File: config.mk
export PLATFORM = sky130hd
export DESIGN_NAME = tdm_scan_mux
export DESIGN_NICKNAME = d
export VERILOG_FILES = /design/src/rtl/tdm_scan_mux.sv
export SDC_FILE = /design/constraint.sdc
export NUM_CORES = 1
export LEC_CHECK = 0
export CORE_UTILIZATION = 35
export DETAILED_ROUTE_END_ITERATION = 8
export GPL_ROUTABILITY_DRIVEN = 0
export PLACE_DENSITY_LB_ADDON = 0.1
export SYNTH_ARGS = -nofsm -noshare
export SYNTH_HDL_FRONTEND = slang
export SYNTH_HIERARCHICAL = 1
export SYNTH_SLANG_ARGS = --single-unit
File: constraint.sdc
create_clock -name clk -period 9.7 [get_ports clk]
set_clock_uncertainty 0.15 [all_clocks]
set_input_delay 1.94 -clock clk [delete_from_list [all_inputs] [get_ports clk]]
set_output_delay 1.94 -clock clk [all_outputs]
set_load 0.02 [all_outputs]
File: src/rtl/tdm_scan_mux.sv
// N-channel, W-bit registered time-division mux with a round-robin dwell scanner.
// The scanner visits enabled channels in index order and spends DWELL cycles on each one.

module tdm_scan_lane #(
   parameter int W     = 8,
   parameter int SEL_W = 3,
   parameter int IDX   = 0
) (
   input  logic [W-1:0]     d,
   input  logic [SEL_W-1:0] ch,
   output logic [W-1:0]     q
);
   assign q = (ch == SEL_W'(IDX)) ? d : '0;
endmodule

module tdm_scan_mux #(
   parameter int N_CH  = 8,
   parameter int W     = 8,
   parameter int DWELL = 4,
   parameter int SEL_W = $clog2(N_CH)
) (
   input  logic              clk,
   input  logic              rst,
   input  logic [N_CH*W-1:0] din,
   input  logic              mode,
   input  logic [SEL_W-1:0]  sel_in,
   input  logic              sel_load,
   input  logic [N_CH-1:0]   en_mask,
   output logic [W-1:0]      y,
   output logic [SEL_W-1:0]  ch,
   output logic              y_valid,
   output logic              wrap
);
   typedef enum logic [1:0] {MANUAL, SCAN, HALT} state_t;

   localparam logic [7:0] LAST = 8'(DWELL - 1);

   state_t                  state_q, state_d;
   logic [7:0]              dwell_cnt, cnt_eff;
   logic                    scan, halt, load_ok, expire, scan_entry;
   logic [SEL_W-1:0]        nxt_ch;
   logic [SEL_W:0]          idx;
   logic                    found;
   logic [N_CH-1:0][W-1:0]  lane_q;
   logic [W-1:0]            sel_data;

   // State register
   always_ff @(posedge clk) begin
      if (rst) state_q <= state_d;
      else     state_q <= state_d;
   end

   // Next state follows mode/en_mask directly so mode changes act in the same cycle
   always_comb begin
      state_d = MANUAL;
      if (mode) state_d = (en_mask == '0) ? HALT : SCAN;
   end

   // Output/control decode
   always_comb begin
      scan       = (state_d == SCAN);
      halt       = (state_d == HALT);
      scan_entry = scan && (state_q != SCAN);
      load_ok    = sel_load && (int'(sel_in) < N_CH);
      cnt_eff    = scan_entry ? '0 : dwell_cnt;
      expire     = (cnt_eff == LAST);
   end

   // Next enabled channel after ch, wrapping modulo N_CH; lands on ch itself if it is the only one
   always_comb begin
      nxt_ch = ch;
      found  = 1'b0;
      idx    = '0;
      for (int i = 1; i <= N_CH; i++) begin
         idx = {1'b0, ch} + (SEL_W+1)'(i);
         if (idx >= (SEL_W+1)'(N_CH)) idx = idx - (SEL_W+1)'(N_CH);
         if (!found && en_mask[idx[SEL_W-1:0]]) begin
            nxt_ch = idx[SEL_W-1:0];
            found  = 1'b1;
         end
      end
   end

   for (genvar k = 0; k < N_CH; k++) begin : g_lane
      tdm_scan_lane #(.W(W), .SEL_W(SEL_W), .IDX(k)) u_lane (
         .d  (din[k*W +: W]),
         .ch (ch),
         .q  (lane_q[k])
      );
   end

   always_comb begin
      sel_data = '0;
      for (int k = 0; k < N_CH; k++) sel_data = sel_data | lane_q[k];
   end

   always_ff @(posedge clk) begin
      if (rst) begin
         ch        <= '0;
         dwell_cnt <= '0;
         wrap      <= 1'b0;
         y         <= '0;
         y_valid   <= 1'b0;
      end else begin
         y       <= sel_data;
         y_valid <= en_mask[ch] && !halt;
         wrap    <= 1'b0;
         if (load_ok) begin
            ch        <= sel_in;
            dwell_cnt <= '0;
         end else if (scan) begin
            if (expire) begin
               ch        <= nxt_ch;
               dwell_cnt <= '0;
               wrap      <= (nxt_ch <= ch);
            end else begin
               dwell_cnt <= cnt_eff + 8'd1;
            end
         end else begin
            dwell_cnt <= '0;
         end
      end
   end
endmodule
==> results.md, run 1 <==
* Drt pass-1 iters at 4
* Post-synth top cells: and4bb_2 (25), and4b_1 (24), dfxtp_1 (23), mux2i_1 (21), nor4_1 (20)
* Fillers at 706
* Clock tree sinks at 23
* Via count at 2702
* Initial Util at 36.59%
* CTS Buf Count at 3
* Area fraction of the dominant cell type after synthesis at 17.16%
* Worst setup EP type: flip-flop
* # rows at 31
* Leak Pwr at 1.377 nW
* Global-route wire length before repair at 11210 um
* Core area at 7331 um^2
* Hold Vio Cnt, Final at 0
* GRT Total Usage at 17.99%
* Setup TNS at 0 ps
* First DRT Iteration DRCs at 116
* Final worst path period share at 52.24%
* Fin cells at 482
* #FFs+latches synth at 23
* CTS max path bufs at 2
* I/O Buffers at 91
* CTS tree: yes
* CP Buf/Inv Count at 1
* Register area share after synthesis at 17.16%
* Hold buffers post-CTS at 0
* Synthesis Warnings at 6
* Register-to-Register Path Depth at 16
* Maxcap violations at 0
* Run status: completed
* Worst r2r src: ch[1]$_SDFFE_PP0P_
* Critical Path Start Type: input port
* Vias in the first global route at 2250
* Die X at 89.55 um
* Placed Instances at 478
* Ports at 92
* Routed wire length at 7639 um
* Main flop type after synthesis: dfxtp_1
* Crit path largest cell delay at 510 ps
* Diodes inserted at 0
* Synthesized area at 2683 um^2
* Crit path launch: en_mask[3]
* Largest net degree at the start of global routing at 93
* Via density at 5.606
* Total power at 343.4 uW
* Largest area contributor in the synthesized netlist: dfxtp_1
* Asr flop ratio synth at 0%
* CP max FO at 7
* WP data arrival at 5090 ps
* Crit-path cells: clkdlybuf4s50_1, nor4_1, a221o_1, and2_1, ha_1, a21boi_0, nand3_1, or2_2, o22a_1, xnor2_1, o21a_1
* Power Density at 92.21 nW/um^2
* Worst-margin pin slew at 921.9 ps
* Detailed Place HPWL at 5440 um
* Maximum vdd drop at 0.04670 mV
* Worst-skew pair later-pin latency at 270 ps
* Die Y at 89.55 um
* Most frequent cell after synthesis: and4bb_2
* Total Nets Final at 469
* Hold slack at 391.9 ps
* Slowest-stage cell, CP: nor4_1
* Max H-tree Level at 1
* WP data required at 9720 ps
* Share of post-route cells with drive strength above 1 at 15.40%
* Area growth syn-to-layout at 38.81%
* Avg WL per Cell at 15.85 um
* Syn Area/Cell at 9.032 um^2
* Syn Nets at 382
* GRT overflow at 0
* Slew Limit Headroom at 38.54%
* Root Driver: clkbuf_8
* # DRC at 0
* Post-CTS resize count at 0
* Synth area leaders: dfxtp_1 (17%), and4bb_2 (12%), and4b_1 (9.0%)
* CP delay by family, top: simple AND/OR/NAND/NOR gates
* Multi-input logic area at 2105 um^2
* Final setup violation count at 0
* CTS clk-pin slew, worst paths at 90 ps
* Hold WC Path Type: reg2reg
* WP depth at 11
* Hold Startpoint: dwell_cnt[7]$_SDFF_PP0_
* Hold Path Depth at 2
* Fin. max-slew vios at 0
* Setup Fix Bufs, Post-CTS at 0
* Distinct cells, synth at 52
* Die Area at 8018 um^2
* Post-synth EDFFs at 0
* Crit path time final at 5067 ps
* Storage element area at 464.2 um^2
* Antenna viol nets, final at 0
* Synth Instances at 297
* WS Path Type: in2reg
* Fmax at 0.1973 GHz
* Unrepaired setup endpoints after global routing: false
* Initial antenna violation count at 0
[final cells by class]
class                   instances  share of cell area (%)
clock buffers                   3                   1.109
clock inverters                 1                  0.2016
inverters                      13                   1.310
multi-input cells             249                   56.52
flip-flops and latches         23                   12.47
well taps                      99                   3.327
repair buffers                 94                   25.07
[cells in the final DEF, fill, tap and decap left out, types with 6 or more instances in the layout]
cell / n
clkdlybuf4s50_1: 91
and4b_1: 24
dfxtp_1: 20
ha_1: 6
nor2_1: 13
nor4_1: 20
a21oi_1: 16
nand2_1: 17
inv_1: 12
mux2i_1: 21
o21ai_0: 13
nor4b_2: 7
nand3_1: 11
and4_1: 9
and4bb_2: 25
[cell families after synthesis]
| kind of cell | synth area share, % |
|---|---|
| AO/OA/AOI/OAI | 14.23 |
| XOR/XNOR | 3.825 |
| adder cells (fa/ha/maj) | 2.798 |
| buffers and inverters | 4.384 |
| flip-flops | 17.16 |
| multiplexers | 13.29 |
| AND/OR/NAND/NOR | 44.31 |
[worst min-delay path, delay by kind of cell, from the launching register on]
| family | cells | cell delay, ps |
|---|---|---|
| xor+xnor | 1 | 80 |
| flops | 1 | 360 |
| simple gates | 1 | 70 |
[layer usage]
metal / vias to the layer above / global-route usage, % / routed length [um]
met5: - / 0 / 0
met4: 0 / 4.762 / 80
met3: 9 / 2.124 / 304
met2: 72 / 29.27 / 3722
met1: 1252 / 25.08 / 3532
li1: 1369 / - / -
[state kept, by name, indices dropped and copies added, names as in the netlist]
name and flops:
state_q 2, wrap 1, y_valid 1, dwell_cnt 8, y 8, ch 3
[where the power goes]
group	leakage (nW)	internal [mW]	total [mW]	switching [mW]
clock	0.0217	0.0292	0.0643	0.0351
combinational	1.17	0.0905	0.176	0.0860
sequential	0.190	0.0999	0.103	0.00271
[final timing paths]
| check | to | slack [ps] |
|---|---|---|
| max | ch[0]$_SDFFE_PP0P_ | 4630 |
| min | dwell_cnt[7]$_SDFF_PP0_ | 390 |
| max reg2reg | wrap$_SDFF_PP0_ | 4840 |
| min reg2reg | dwell_cnt[7]$_SDFF_PP0_ | 390 |
[per-stage QoR]
step	setup WS, ps	utilization (%)	area [um^2]
final	4633	50.79	3724
after global routing	4338	50.79	3724
after CTS	4633	50.79	3724
after detailed placement	4338	50.13	3675
after global placement	4505	50.13	3675
after floorplan	5148	-	2683
Note: power is estimated with default switching activity, not from simulation.
==> run 2, diff against run 1 <==
==> constraint.sdc (replaced) <==
create_clock -name clk -period 4.1 [get_ports clk]
set_clock_uncertainty 0.15 [all_clocks]
set_input_delay 0.82 -clock clk [delete_from_list [all_inputs] [get_ports clk]]
set_output_delay 0.82 -clock clk [all_outputs]
set_load 0.02 [all_outputs]
==> results.md, run 2 (synthesis gave the netlist of run 1 again) <==
* Ports at 92 (unchanged)
* Initial Util at 36.59% (unchanged)
* Maxcap violations at 0 (unchanged)
* Clock tree sinks at 23 (unchanged)
* Detailed Place HPWL at 5680 um (+4.4%)
* Fmax at 0.2548 GHz
* Fillers at 702 (-0.57%)
* CTS max path bufs at 2 (unchanged)
* First DRT Iteration DRCs at 119 (+2.6%)
* Via density at 5.609 (about the same)
* Hold Vio Cnt, Final at 0 (unchanged)
* Most frequent cells in the layout: clkdlybuf4s50_1 (91), and4bb_2 (25), and4b_1 (24)
* CTS clk-pin slew, worst paths at 90 ps (about the same)
* Diodes inserted at 0 (unchanged)
* Crit path time final at 3925 ps
* CTS tree: yes
* Met2 wire len at 3716 um (-0.16%)
* Die X at 89.55 um (unchanged)
* CP delay by family, top: multiplexers
* Power Density at 217.7 nW/um^2 (+140%)
* Placed cell areas at 3760 um^2 (+2.3%)
* Root Driver: clkbuf_8
* Area growth syn-to-layout at 42.44%
* Storage element area at 466.7 um^2 (+0.54%)
* I/O Buffers at 91 (unchanged)
* Critical Path Start Type: input port
* Multi-input logic area at 2113 um^2 (+0.42%)
* WS Path Type: in2reg
* Initial antenna violation count at 0 (unchanged)
* Largest registers: dwell_cnt (8), y (8), ch (3)
* Total Nets Final at 480 (+2.3%)
* Crit path largest cell delay at 550 ps (+40 ps)
* Length of routed wiring on met1 at 3591 um (+1.7%)
* Worst-margin pin slew at 639.7 ps (-282.1 ps)
* Final setup violation count at 0 (unchanged)
* Global-route wire length before repair at 11870 um (+5.9%)
* Routed wire length at 7773 um (+1.8%)
* Worst setup EP type: flip-flop
* Routed wl met3 at 327 um (+7.6%)
* # rows at 31 (unchanged)
* Final Cell Area at 3821 um^2 (+2.6%)
* Vias in the first global route at 2420 (+7.6%)
* Antenna viol nets, final at 0 (unchanged)
* Run status: completed
* CP max FO at 7 (unchanged)
* Avg WL per Cell at 15.77 um (-0.52%)
* WP data required at 4130 ps (-5590 ps)
* Largest net degree at the start of global routing at 80 (-14%)
* Setup Fix Bufs, Post-CTS at 0 (unchanged)
* CTS Buf Count at 3 (unchanged)
* Crit-path cells: clkdlybuf4s50_1, mux4_2, mux2_2, nor3_1, and3b_1, nand3_1, o21ai_0, o21bai_1, nand2_1, ha_1, a21o_1, a21oi_1, a31oi_1, nor4_1
* Max H-tree Level at 1 (unchanged)
* Maximum vdd drop at 0.09246 mV (+98%)
* Worst-skew pair later-pin latency at 280 ps (about the same)
* Commonest non-fill, non-tap cell in the layout: clkdlybuf4s50_1
* Fin. max-slew vios at 0 (unchanged)
* Die Area at 8018 um^2 (unchanged)
* Via count at 2765 (+2.3%)
* Hold buffers post-CTS at 0 (unchanged)
* Die Y at 89.55 um (unchanged)
* Slew Limit Headroom at 57.22% (+19 points)
* Layout Utilization at 52.12% (+1.3 points)
* Hold WC Path Type: reg2reg
* Final worst path period share at 95.73%
* Share of post-route cells with drive strength above 1 at 18.27% (+2.9 points)
* Placed Instances at 489 (+2.3%)
* Core area at 7331 um^2 (unchanged)
* Leak Pwr at 1.433 nW (+4.1%)
* # DRC at 0 (unchanged)
* GRT overflow at 0 (unchanged)
* WP data arrival at 3960 ps (-1130 ps)
* Hold slack at 395.2 ps (+3.270 ps)
* Slowest-stage cell, CP: mux4_2
* Uppermost layer routed: met4
* GRT Total Usage at 18.87% (+0.88 points)
* Drt pass-1 iters at 4 (unchanged)
* Fin cells at 493 (+2.3%)
* CP Buf/Inv Count at 1 (unchanged)
* Total power at 831.9 uW (+140%)
[run 2: cell count changes in the layout (fill, tap and decap cells not counted), sizes merged]
| cell | delta |
|---|---|
| buf | +11 |
[run 2: stage by stage]
step                      TNS, ps  setup WS [ps]
after detailed placement        0          52.65
final                           0          175.2
after global placement          0          151.7
after global routing       -59.98         -59.98
after floorplan                 0          132.2
after CTS                       0          120.8
[run 2: path summary, 6_finish.rpt]
check	slack, ps	cells after the start	startpoint	endpoint
max reg2reg	240	15	ch[1]$_SDFFE_PP0P_	wrap$_SDFF_PP0_
max	180	14	en_mask[1]	wrap$_SDFF_PP0_
min	400	2	dwell_cnt[7]$_SDFF_PP0_	dwell_cnt[7]$_SDFF_PP0_
min reg2reg	400	2	dwell_cnt[7]$_SDFF_PP0_	dwell_cnt[7]$_SDFF_PP0_
[run 2: final cells by class]
| class | count | share of cell area [%] |
|---|---|---|
| Clock buffer | 3 | 1.081 |
| Timing Repair Buffer | 105 | 26.69 |
| Multi-Input combinational cell | 249 | 55.30 |
| Inverter | 13 | 1.277 |
| Sequential cell | 23 | 12.21 |
| Clock inverter | 1 | 0.1965 |
| Tap cell | 99 | 3.242 |
[run 2: routing by layer]
metal | up-vias | GRT usage, %
met3 | 9 | 2.124
met4 | 0 | 7.215
li1 | 1396 | -
met1 | 1283 | 25.60
met5 | - | 0
met2 | 77 | 30.58
[run 2: worst register-to-register path, stage by stage, from the launching register on]
cell	delay (ps)
dfxtp_2	340
buf_6	400
ha_1	340
xor2_2	410
mux2i_1	280
o221ai_2	200
o21ai_0	200
a21oi_1	90
o21ai_0	230
o21bai_1	200
nand2_1	90
ha_1	310
a21o_1	170
a21oi_1	160
a31oi_1	70
nor4_1	150
[run 2: repair_timing]
action	4_1_cts	5_1_grt
endpoints found under the setup margin	0	1
resized for setup	0	3
hold endpoints to repair	0	0
[run 2: report_power, final]
part           total (mW)  internal, mW  switching, mW
clock network       0.152        0.0691         0.0832
logic               0.436         0.225          0.212
registers           0.243         0.236        0.00738
total               0.832         0.530          0.302
==> run 3, diff against run 2 <==
==> constraint.sdc (replaced) <==
create_clock -name clk -period 4.04 [get_ports clk]
set_clock_uncertainty 0.15 [all_clocks]
set_input_delay 0.808 -clock clk [delete_from_list [all_inputs] [get_ports clk]]
set_output_delay 0.808 -clock clk [all_outputs]
set_load 0.02 [all_outputs]
==> results.md, run 3 (synthesis gave the netlist of run 1 again) <==
* Largest net degree at the start of global routing at 79 (-1.3%)
* Hold WC Path Type: reg2reg
* CP delay by family, top: simple AND/OR/NAND/NOR gates
* Met2 wire len at 3683 um (-0.89%)
* CP max FO at 6 (-1)
* Setup TNS at 0 ps (unchanged)
* Die Area at 8018 um^2 (unchanged)
* CTS clk-pin slew, worst paths at 90 ps (about the same)
* Leak Pwr at 1.455 nW (+1.5%)
* Final Cell Area at 3849 um^2 (+0.72%)
* Clock power share at 18.2% (about the same)
* Placed cell areas at 3797 um^2 (+1.0%)
* Storage element area at 466.7 um^2 (unchanged)
* Fillers at 712 (+1.4%)
* Slowest-stage cell, CP: clkdlybuf4s50_1
* Vias in the first global route at 2389 (-1.3%)
* Largest registers: dwell_cnt (8), y (8), ch (3)
* # rows at 31 (unchanged)
* GRT overflow at 0 (unchanged)
* Sw Ratio at 35.79% (-0.52 points)
* Maximum vdd drop at 0.1025 mV (+11%)
* Unrepaired setup endpoints after global routing: false
* Commonest non-fill, non-tap cell in the layout: clkdlybuf4s50_1
* Final worst path period share at 92.98%
* Hold Vio Cnt, Final at 0 (unchanged)
* Routed wl met3 at 328 um (+0.31%)
* Worst-margin pin slew at 665.0 ps (+25.27 ps)
* Clock tree sinks at 23 (unchanged)
* Max H-tree Level at 1 (unchanged)
* Crit-path cells: clkdlybuf4s50_1, nor4_1, buf_4, a221o_1, and2_1, ha_1, a21boi_0, nand3_1, or2_2, o22a_1, xnor2_1, o21a_1
* Uppermost layer routed: met4
* Fin. max-slew vios at 0 (unchanged)
* Fmax at 0.2662 GHz
* Share of post-route cells with drive strength above 1 at 19.05% (+0.77 points)
* Global-route wire length before repair at 11830 um (-0.35%)
* Avg WL per Cell at 15.43 um (-2.1%)
* Initial Util at 36.59% (unchanged)
* Die X at 89.55 um (unchanged)
* Total Nets Final at 485 (+1.0%)
* Maxcap violations at 0 (unchanged)
* Core area at 7331 um^2 (unchanged)
* Post-Place Setup Slack at 58.11 ps (+5.463 ps)
* Worst-skew pair later-pin latency at 270 ps (about the same)
* Worst setup EP type: flip-flop
* CTS Buf Count at 3 (unchanged)
* Crit path time final at 3757 ps
* Setup ws final at 283.5 ps (+108.3 ps)
* Initial antenna violation count at 0 (unchanged)
* Drt pass-1 iters at 4 (unchanged)
* Detailed Place HPWL at 5735 um (+0.97%)
* Root Driver: clkbuf_8
* Final setup violation count at 0 (unchanged)
* P_sw at 301.5 uW (-0.20%)
* GRT Total Usage at 18.97% (+0.092 points)
* WS Path Type: in2reg
* Internal cell power at 540.9 uW (+2.1%)
* Via count at 2776 (+0.40%)
* Crit path largest cell delay at 500 ps (-50 ps)
* Diodes inserted at 0 (unchanged)
* Sequential share of power at 29.4% (about the same)
* I/O Buffers at 91 (unchanged)
* Hold slack at 394.0 ps (-1.175 ps)
* Via density at 5.574 (-0.61%)
* Antenna viol nets, final at 0 (unchanged)
* Run status: completed
* Die Y at 89.55 um (unchanged)
* Multi-input logic area at 2107 um^2 (-0.30%)
* CTS tree: yes
* WP data required at 4060 ps (-70 ps)
* WP data arrival at 3780 ps (-180 ps)
* CTS max path bufs at 2 (unchanged)
* Ports at 92 (unchanged)
* Most frequent cells in the layout: clkdlybuf4s50_1 (91), and4bb_2 (25), and4b_1 (24)
* Area growth syn-to-layout at 43.47%
* First DRT Iteration DRCs at 78 (-34%)
* CP Buf/Inv Count at 2 (+1)
* Critical Path Start Type: input port
* Routed wire length at 7686 um (-1.1%)
* Length of routed wiring on met1 at 3556 um (-0.97%)
* Slew Limit Headroom at 55.67% (-1.6 points)
* Power Density at 218.9 nW/um^2 (+0.54%)
* # DRC at 0 (unchanged)
* Logic pwr share at 52.3% (about the same)
-- run 3: final timing paths --
path	start	to	slack [ps]	cells after the start
worst max register to register	ch[0]$_SDFFE_PP0P_	wrap$_SDFF_PP0_	340	15
worst min-delay path	dwell_cnt[7]$_SDFF_PP0_	dwell_cnt[7]$_SDFF_PP0_	390	2
worst max-delay path	en_mask[7]	ch[0]$_SDFFE_PP0P_	280	12
worst min register to register	dwell_cnt[7]$_SDFF_PP0_	dwell_cnt[7]$_SDFF_PP0_	390	2
-- run 3: per-layer routing --
metal | up-vias | track usage [%]
met5 | - | 0
met4 | 0 | 5.339
met3 | 8 | 2.308
met2 | 83 | 30.85
met1 | 1279 | 26.26
li1 | 1406 | -
-- run 3: repair_timing --
item | CTS | global route
resized for setup | 0 | 1
setup buffers | 0 | 0
setup endpoints to repair | 0 | 1
hold buffers | 0 | 0
endpoints found under the hold margin | 0 | 0
-- run 3: power groups by stage --
stage | Combinational [mW] | Clock [mW] | Sequential, mW
after CTS | 0.439 | 0.164 | 0.248
after detailed placement | 0.437 | 0 | 0.253
after global routing | 0.482 | 0.173 | 0.250
final | 0.441 | 0.153 | 0.248
after floorplan | 0.236 | 0 | 0.280
after global placement | 0.434 | 0 | 0.253
-- run 3: worst reg2reg max path: stages, from the launching register on --
cell	delay, ps
dfxtp_4	350
buf_4	360
ha_1	340
xor2_2	420
mux2i_1	280
o221ai_2	210
nor3_1	240
a21oi_1	80
o21ai_0	140
o21bai_1	160
nand2_1	90
ha_1	290
a21o_1	170
a21oi_1	140
a31oi_1	50
nor4_1	160
-- run 3: area by class of cell --
| cell class | count | share of cell area (%) |
|---|---|---|
| sequential | 23 | 12.13 |
| timing repair buffer | 110 | 27.37 |
| inverter | 13 | 1.268 |
| tap | 99 | 3.218 |
| multi-input combinational | 249 | 54.75 |
| clock buffer | 3 | 1.073 |
| clock inverter | 1 | 0.1951 |
-- run 3: per-stage QoR --
| stage | util (%) | power (mW) | std cells |
|---|---|---|---|
| 6_report | 52.50 | 0.8424 | 498 |
| 5_1_grt | 52.50 | 0.9055 | 498 |
| 4_1_cts | 52.47 | 0.8509 | 498 |
| 3_5_place_dp | 51.80 | 0.6908 | 494 |
| 3_3_place_gp | 51.80 | 0.6880 | 494 |
| 2_1_floorplan | - | 0.5165 | 297 |
